===== config.mk =====
export PLATFORM = sky130hd
export DESIGN_NAME = i2c_eeprom_slave
export DESIGN_NICKNAME = d
export VERILOG_FILES = /design/src/rtl/i2c_pkg.sv /design/src/rtl/i2c_line_sync.sv /design/src/rtl/i2c_eeprom_slave.sv
export SDC_FILE = /design/constraint.sdc
export NUM_CORES = 2
export LEC_CHECK = 0
export ABC_AREA = 1
export CAP_MARGIN = 25
export CORE_MARGIN = 1.5
export CORE_UTILIZATION = 32
export DETAILED_ROUTE_END_ITERATION = 10
export PLACE_DENSITY = 0.43
export SYNTH_ARGS = -nofsm -noshare
export SYNTH_HDL_FRONTEND = slang
export SYNTH_SLANG_ARGS = --single-unit
export TNS_END_PERCENT = 10

===== constraint.sdc =====
create_clock -name clk -period 6.35 [get_ports clk]
set_input_delay 0.635 -clock clk [delete_from_list [all_inputs] [get_ports clk]]
set_output_delay 0.635 -clock clk [all_outputs]
set_load 0.01 [all_outputs]

===== src/rtl/i2c_pkg.sv =====
// Shared I2C definitions: target FSM state encoding and ACK/NACK bus levels,
// common to the EEPROM target and the I2C master.
package i2c_pkg;

    typedef enum logic [3:0] {
        IDLE,
        DEVA,
        ACK_D,
        REGA,
        ACK_R,
        WDATA,
        ACK_W,
        RDATA,
        MACK,
        WAITP
    } i2c_state_t;

    localparam logic I2C_ACK  = 1'b0;
    localparam logic I2C_NACK = 1'b1;

    // Pointer advance with wrap at the array depth (mask = depth - 1).
    function automatic logic [7:0] ptr_inc(input logic [7:0] ptr, input logic [7:0] mask);
        return (ptr + 8'd1) & mask;
    endfunction

endpackage


===== src/rtl/i2c_line_sync.sv =====
// SCL/SDA synchroniser with START/STOP and SCL edge pulse generation.
// Pulses and the sampled SDA level are registered, so events appear 3 cycles after the pins move.
module i2c_line_sync #(
    parameter int SYNC_STAGES = 2
) (
    input  logic clk,
    input  logic rst,
    input  logic scl_in,
    input  logic sda_in,
    output logic scl_rise,
    output logic scl_fall,
    output logic start_det,
    output logic stop_det,
    output logic sda_bit
);

    logic [SYNC_STAGES-1:0] scl_sync_reg;
    logic [SYNC_STAGES-1:0] sda_sync_reg;
    logic                   scl_hist_reg;
    logic                   sda_hist_reg;
    logic                   scl_rise_reg;
    logic                   scl_fall_reg;
    logic                   start_reg;
    logic                   stop_reg;
    logic                   sda_bit_reg;
    logic                   scl_now;
    logic                   sda_now;

    assign scl_now = scl_sync_reg[SYNC_STAGES-1];
    assign sda_now = sda_sync_reg[SYNC_STAGES-1];

    // START/STOP need SCL stable high across the SDA transition, so they never
    // coincide with an SCL edge in the same cycle.
    always_ff @(posedge clk or negedge rst) begin
        if (!rst) begin
            scl_sync_reg <= {SYNC_STAGES{1'b1}};
            sda_sync_reg <= {SYNC_STAGES{1'b1}};
            scl_hist_reg <= 1'b1;
            sda_hist_reg <= 1'b1;
            scl_rise_reg <= 1'b0;
            scl_fall_reg <= 1'b0;
            start_reg    <= 1'b0;
            stop_reg     <= 1'b0;
            sda_bit_reg  <= 1'b1;
        end else begin
            scl_sync_reg <= {scl_sync_reg[SYNC_STAGES-2:0], scl_in};
            sda_sync_reg <= {sda_sync_reg[SYNC_STAGES-2:0], sda_in};
            scl_hist_reg <= scl_now;
            sda_hist_reg <= sda_now;
            scl_rise_reg <= scl_now & ~scl_hist_reg;
            scl_fall_reg <= ~scl_now & scl_hist_reg;
            start_reg    <= scl_now & scl_hist_reg & ~sda_now & sda_hist_reg;
            stop_reg     <= scl_now & scl_hist_reg & sda_now & ~sda_hist_reg;
            sda_bit_reg  <= sda_now;
        end
    end

    assign scl_rise  = scl_rise_reg;
    assign scl_fall  = scl_fall_reg;
    assign start_det = start_reg;
    assign stop_det  = stop_reg;
    assign sda_bit   = sda_bit_reg;

endmodule


===== src/rtl/i2c_eeprom_slave.sv =====
// Byte-addressed I2C EEPROM target: write, random read and sequential read
// over an oversampled bus, with a persistent auto-incrementing byte pointer.
module i2c_eeprom_slave
    import i2c_pkg::*;
#(
    parameter logic [6:0] DEV_ADDR    = 7'h50,
    parameter int         MEM_DEPTH   = 256,
    parameter int         SYNC_STAGES = 2
) (
    input  logic       clk,
    input  logic       rst,
    input  logic       scl_in,
    input  logic       sda_in,
    output logic       sda_out,
    output logic       busy,
    output logic       wr_strobe,
    output logic [7:0] wr_addr,
    output logic [7:0] wr_data
);

    localparam int         ADDR_W   = (MEM_DEPTH > 1) ? $clog2(MEM_DEPTH) : 1;
    localparam logic [7:0] PTR_MASK = 8'(MEM_DEPTH - 1);

    logic scl_rise;
    logic scl_fall;
    logic start_det;
    logic stop_det;
    logic sda_bit;

    i2c_line_sync #(
        .SYNC_STAGES(SYNC_STAGES)
    ) u_line_sync (
        .clk      (clk),
        .rst      (rst),
        .scl_in   (scl_in),
        .sda_in   (sda_in),
        .scl_rise (scl_rise),
        .scl_fall (scl_fall),
        .start_det(start_det),
        .stop_det (stop_det),
        .sda_bit  (sda_bit)
    );

    i2c_state_t state_reg, state_next;
    logic [3:0] bit_cnt_reg, bit_cnt_next;
    logic [7:0] shift_reg, shift_next;
    logic [7:0] ptr_reg, ptr_next;
    logic       rw_reg, rw_next;
    logic       mack_reg, mack_next;
    logic       sda_out_reg, sda_out_next;
    logic       busy_reg, busy_next;
    logic       wr_strobe_reg, wr_strobe_next;
    logic [7:0] wr_addr_reg, wr_addr_next;
    logic [7:0] wr_data_reg, wr_data_next;
    logic       mem_we;
    logic [7:0] rd_data_reg;
    logic [7:0] mem [MEM_DEPTH];

    // rd_data_reg tracks mem[ptr] continuously; ptr is always settled long
    // before the SCL fall that loads a read byte into the shifter.
    always_ff @(posedge clk) begin
        if (mem_we) begin
            mem[ptr_reg[ADDR_W-1:0]] <= shift_reg;
        end
        rd_data_reg <= mem[ptr_reg[ADDR_W-1:0]];
    end

    always_ff @(posedge clk or negedge rst) begin
        if (!rst) begin
            state_reg     <= IDLE;
            bit_cnt_reg   <= 4'd0;
            shift_reg     <= 8'd0;
            ptr_reg       <= 8'd0;
            rw_reg        <= 1'b0;
            mack_reg      <= I2C_NACK;
            sda_out_reg   <= 1'b1;
            busy_reg      <= 1'b0;
            wr_strobe_reg <= 1'b0;
            wr_addr_reg   <= 8'd0;
            wr_data_reg   <= 8'd0;
        end else begin
            state_reg     <= state_next;
            bit_cnt_reg   <= bit_cnt_next;
            shift_reg     <= shift_next;
            ptr_reg       <= ptr_next;
            rw_reg        <= rw_next;
            mack_reg      <= mack_next;
            sda_out_reg   <= sda_out_next;
            busy_reg      <= busy_next;
            wr_strobe_reg <= wr_strobe_next;
            wr_addr_reg   <= wr_addr_next;
            wr_data_reg   <= wr_data_next;
        end
    end

    // Receive/ACK states count SCL rises; RDATA counts the falls it has driven.
    always_comb begin
        state_next = state_reg;
        if (stop_det) begin
            state_next = IDLE;
        end else if (start_det) begin
            state_next = DEVA;
        end else if (scl_fall) begin
            case (state_reg)
                DEVA:  if (bit_cnt_reg == 4'd8) state_next = (shift_reg[7:1] == DEV_ADDR) ? ACK_D : WAITP;
                ACK_D: if (bit_cnt_reg == 4'd1) state_next = rw_reg ? RDATA : REGA;
                REGA:  if (bit_cnt_reg == 4'd8) state_next = ACK_R;
                ACK_R: if (bit_cnt_reg == 4'd1) state_next = WDATA;
                WDATA: if (bit_cnt_reg == 4'd8) state_next = ACK_W;
                ACK_W: if (bit_cnt_reg == 4'd1) state_next = WDATA;
                RDATA: if (bit_cnt_reg == 4'd7) state_next = MACK;
                MACK:  if (bit_cnt_reg == 4'd1) state_next = (mack_reg == I2C_ACK) ? RDATA : WAITP;
                default: state_next = state_reg;
            endcase
        end
    end

    always_comb begin
        bit_cnt_next   = bit_cnt_reg;
        shift_next     = shift_reg;
        ptr_next       = ptr_reg;
        rw_next        = rw_reg;
        mack_next      = mack_reg;
        sda_out_next   = sda_out_reg;
        busy_next      = busy_reg;
        wr_strobe_next = 1'b0;
        wr_addr_next   = wr_addr_reg;
        wr_data_next   = wr_data_reg;
        mem_we         = 1'b0;
        if (stop_det) begin
            sda_out_next = 1'b1;
            busy_next    = 1'b0;
            bit_cnt_next = 4'd0;
        end else if (start_det) begin
            sda_out_next = 1'b1;
            busy_next    = 1'b1;
            bit_cnt_next = 4'd0;
        end else if (scl_rise) begin
            case (state_reg)
                DEVA, REGA, WDATA: begin
                    shift_next   = {shift_reg[6:0], sda_bit};
                    bit_cnt_next = bit_cnt_reg + 4'd1;
                end
                ACK_D, ACK_R, ACK_W: bit_cnt_next = bit_cnt_reg + 4'd1;
                MACK: begin
                    mack_next    = sda_bit;
                    bit_cnt_next = bit_cnt_reg + 4'd1;
                end
                default: ;
            endcase
        end else if (scl_fall) begin
            case (state_reg)
                DEVA: if (bit_cnt_reg == 4'd8) begin
                    bit_cnt_next = 4'd0;
                    rw_next      = shift_reg[0];
                    sda_out_next = (shift_reg[7:1] == DEV_ADDR) ? I2C_ACK : I2C_NACK;
                end
                ACK_D: if (bit_cnt_reg == 4'd1) begin
                    bit_cnt_next = 4'd0;
                    if (rw_reg) begin
                        shift_next   = rd_data_reg;
                        sda_out_next = rd_data_reg[7];
                    end else begin
                        sda_out_next = 1'b1;
                    end
                end
                REGA: if (bit_cnt_reg == 4'd8) begin
                    bit_cnt_next = 4'd0;
                    ptr_next     = shift_reg & PTR_MASK;
                    sda_out_next = I2C_ACK;
                end
                WDATA: if (bit_cnt_reg == 4'd8) begin
                    bit_cnt_next   = 4'd0;
                    mem_we         = 1'b1;
                    wr_strobe_next = 1'b1;
                    wr_addr_next   = ptr_reg;
                    wr_data_next   = shift_reg;
                    ptr_next       = ptr_inc(ptr_reg, PTR_MASK);
                    sda_out_next   = I2C_ACK;
                end
                ACK_R, ACK_W: if (bit_cnt_reg == 4'd1) begin
                    bit_cnt_next = 4'd0;
                    sda_out_next = 1'b1;
                end
                RDATA: begin
                    if (bit_cnt_reg == 4'd7) begin
                        bit_cnt_next = 4'd0;
                        sda_out_next = 1'b1;
                        ptr_next     = ptr_inc(ptr_reg, PTR_MASK);
                    end else begin
                        bit_cnt_next = bit_cnt_reg + 4'd1;
                        sda_out_next = shift_reg[6];
                        shift_next   = {shift_reg[6:0], 1'b0};
                    end
                end
                MACK: if (bit_cnt_reg == 4'd1) begin
                    bit_cnt_next = 4'd0;
                    if (mack_reg == I2C_ACK) begin
                        shift_next   = rd_data_reg;
                        sda_out_next = rd_data_reg[7];
                    end else begin
                        sda_out_next = 1'b1;
                    end
                end
                default: ;
            endcase
        end
    end

    assign sda_out   = sda_out_reg;
    assign busy      = busy_reg;
    assign wr_strobe = wr_strobe_reg;
    assign wr_addr   = wr_addr_reg;
    assign wr_data   = wr_data_reg;

endmodule


==> summary.md <==
| Metric | Value |
|---|---|
| Most common cell after layout, fill and taps aside | `nand2_1` |
| Crit Reg-Reg Startpoint | `u_line_sync.start_det` |
| Tightest slew margin relative to the limit | `29.1%` |
| Critical path arrival | `4.94 ns` |
| Startpoint-to-endpoint class of the critical path | `reg2reg` |
| Weighted congestion at the end of routability-driven global placement | `0.805` |
| Most area-consuming cells after synthesis | `edfxtp_1 (68%), nand2_1 (14%), nor2_1 (3.9%)` |
| Post-layout minimum cycle time | `4.41 ns` |
| Maximum Capacitance Violations | `0` |
| # port buffers | `22` |
| Fraction of post-synthesis cell area in the top cell type by area | `68.3%` |
| Unrepaired setup endpoints after global routing | `false` |
| Depth of the worst register-to-register path | `9` |
| Synth area leader | `edfxtp_1` |
| Number of antenna violations at the first check in global routing | `8` |
| Most Crowded Layer GR | `met2` |
| Clock tree from TritonCTS | `yes` |
| Level count of the clock H-tree | `4` |
| DRC violation count after routing | `0` |
| Detailed-route vias per instance | `4.71` |
| Number of endpoints failing setup at the final stage | `0` |
| Post-CTS Resized | `0` |
| Endpoint of the worst hold-timing path | `u_line_sync.sda_sync_reg[0]` |
| Worst path cell trace | `nor2_1, nand2_1, nor3_2, nand2_1, buf_4, nor2_1, nand2_2, buf_4, nor2_1` |
| Overall power after layout | `46.3 mW` |
| Status | `finished, final reports clean` |
| Sinks on Clock Net | `2111` |
| Die boundary width | `533 um` |
| Global-route met2 utilization | `31.0%` |
| Global-route wire length before repair | `409000 um` |
| Launching element type of the critical path | `flop` |
| Post-route clock period utilization | `69.5%` |
| Worst slack, placed | `1.88 ns` |
| Routed via count | `59500` |
| Start point of the worst hold path | `sda_in` |
| Post-placement cell count | `12200` |
| Clock buffers created by TritonCTS | `234` |
| Share of post-route cells with drive strength above 1 | `5.42%` |
| Fraction of met3 tracks used by global routing | `2.49%` |
| DRT iter0 DRCs | `4719` |
| Final Core Density | `36.2%` |
| Top Ports | `23` |
| Clk root buf | `clkbuf_16` |
| Die outline area | `285000 sq um` |
| Total Nets Final | `8719` |
| WL per Instance | `22.0 um` |
| Starting utilization of the core area | `32.2%` |
| Vertical die dimension | `533 um` |
| Total non-filler cell area in the finished layout | `101000 sq um` |
| Final hold slack | `0.169 ns` |
| Max FFs per register | `2048` |
| Post-route worst setup slack | `1.94 ns` |
| Maximum vdd drop | `0.459 mV` |
| Slowest library cell on the worst path | `nand2_2` |
| DRT Pass-1 Iters | `5` |
| Clock slew seen by the registers of the worst setup and hold paths | `0.06 ns` |
| Worst-path maximum fanout | `34` |
| Worst hold path depth | `1` |
| Count of yosys warnings during synthesis | `0` |
| Post-Synthesis Net Count | `8794` |
| Data required, critical path | `6.88 ns` |
| Synth Area per Inst | `10.3 sq um` |
| Number of flip-flops and latches in the synthesized netlist | `2111` |
| Cell area after synthesis | `90000 sq um` |
| Worst R2R Setup Slack | `1.94 ns` |
| GRT met1 Usage | `27.7%` |
| Most numerous cell on the critical path | `nor2_1` |
| ANT nets after route | `0` |
| Worst Max-Slew Pin Slew | `1.06 ns` |
| Sum Neg Setup Slack | `0 ns` |
| Dpl cell area | `94100 sq um` |
| Most used cells in the layout excluding fill and tap cells | `nand2_1 (3430), edfxtp_1 (2048), nor2_1 (931)` |
| Number of rows created at floorplan | `194` |
| Core area | `280000 sq um` |
| Sequential fraction of the synthesis area | `70.0%` |
| Final cell count without fillers | `12600` |
| Critical Path End Type | `flop` |
| Slowest stage delay, CP | `0.67 ns` |
| GRT Total Usage | `19.2%` |
| Hold WC Path Type | `in2reg` |
| Clock latency at the later pin of the worst-skew pair | `0.91 ns` |
| Synth-to-layout area growth | `12.5%` |
| Total count of max-transition violations in the final report | `0` |
| Post-route clock skew | `0.0487 ns` |
| Highest attainable clock frequency | `227 MHz` |
| Count of cell types in the netlist | `38` |
| Number of failing hold endpoints at the final stage | `0` |
| Gate count of the mapped netlist | `8783` |
| Pin count of the biggest net entering global routing | `169` |
| Overflow left after global routing | `0` |
| Via count of the first global-routing pass | `59000` |
| Cell Pwr Density | `456 nW/um^2` |
| Sum of routed wire length over all layers | `277000 um` |
| Dpl hpwl | `158000 um` |
| Lkg Pwr | `40.4 nW` |
| Reg-to-reg endpoint | `mem[46][0]` |
| Number of buffers on the longest clock path | `4` |
metal layers:
| metal | vias to the layer above | routed length (um) |
|---|---|---|
| li1 | 28400 | - |
| met1 | 29500 | 131000 |
| met2 | 1266 | 128000 |
| met3 | 314 | 13000 |
| met4 | 0 | 5050 |
| met5 | - | 0 |
cell usage after synthesis:
master	instances
nand2_1	3443
edfxtp_1	2048
nor2_1	940
inv_1	801
nand3_1	372
o21ai_0	362
o21ai_1	239
clkbuf_1	194
buf_2	173
dfrtp_1	47
buf_1	34
buf_6	25
buf_4	23
a21oi_1	14
nand4_1	9
dfstp_2	8
dfxtp_1	8
ha_1	7
nor3_1	6
a2bb2oi_1	3
o211ai_1	3
a31oi_1	2
inv_2	2
nor3_2	2
nor4_1	2
o22ai_1	2
or2_2	2
xor2_1	2
a22oi_1	1
buf_8	1
clkinv_1	1
inv_4	1
mux2_2	1
nand3b_1	1
o2111ai_1	1
o221a_2	1
o32ai_1	1
o41ai_4	1
power by group:
part	internal [mW]	leakage (nW)	switching, mW	total, mW
sequential	17.4	19.4	0.783	18.1
clock	7.51	3.52	5.59	13.1
combinational	3.25	17.5	11.8	15.0
timing repair:
action / 4_1_cts / 5_1_grt
hold buffers: 1 / 0
buffers inserted: 0 / 0
endpoints found under the hold margin: 47 / 0
cells by family after synthesis:
family	after synthesis	share of synthesized area [%]
AND/OR/NAND/NOR	4777	20.5
flip-flops	2111	70.0
XOR/XNOR	2	0.0195
AO/OA/AOI/OAI	630	3.57
multiplexers	1	0.0125
buffers and inverters	1255	5.79
adder cells (fa/ha/maj)	7	0.0973
worst max path at each step:
stage,start,end
finish,u_line_sync.start_det,mem[46][0]
global route,ptr_reg[0],rd_data_reg[3]
CTS,ptr_reg[0],rd_data_reg[7]
detailed placement,u_line_sync.start_det,mem[46][3]
global placement,ptr_reg[0],rd_data_reg[1]
floorplan,shift_reg[2],state_reg[3]
worst max-delay path, delay by kind of cell, from the launching register on:
| kind | cells | cell delay (ns) |
|---|---|---|
| buf+inv | 2 | 0.75 |
| flops | 1 | 0.42 |
| simple gates | 7 | 2.84 |
layout make-up:
cell class / instances / area [sq um]
Multi-Input combinational cell: 5417 / 21900
Inverter: 805 / 3050
Timing Repair Buffer: 139 / 1460
Sequential cell: 2111 / 63100
Clock inverter: 120 / 1050
Tap cell: 3724 / 4660
Antenna cell: 3 / 7.51
Fill cell: 28100 / 178000
Clock buffer: 293 / 6140
Note: power is estimated with default switching activity, not from simulation.
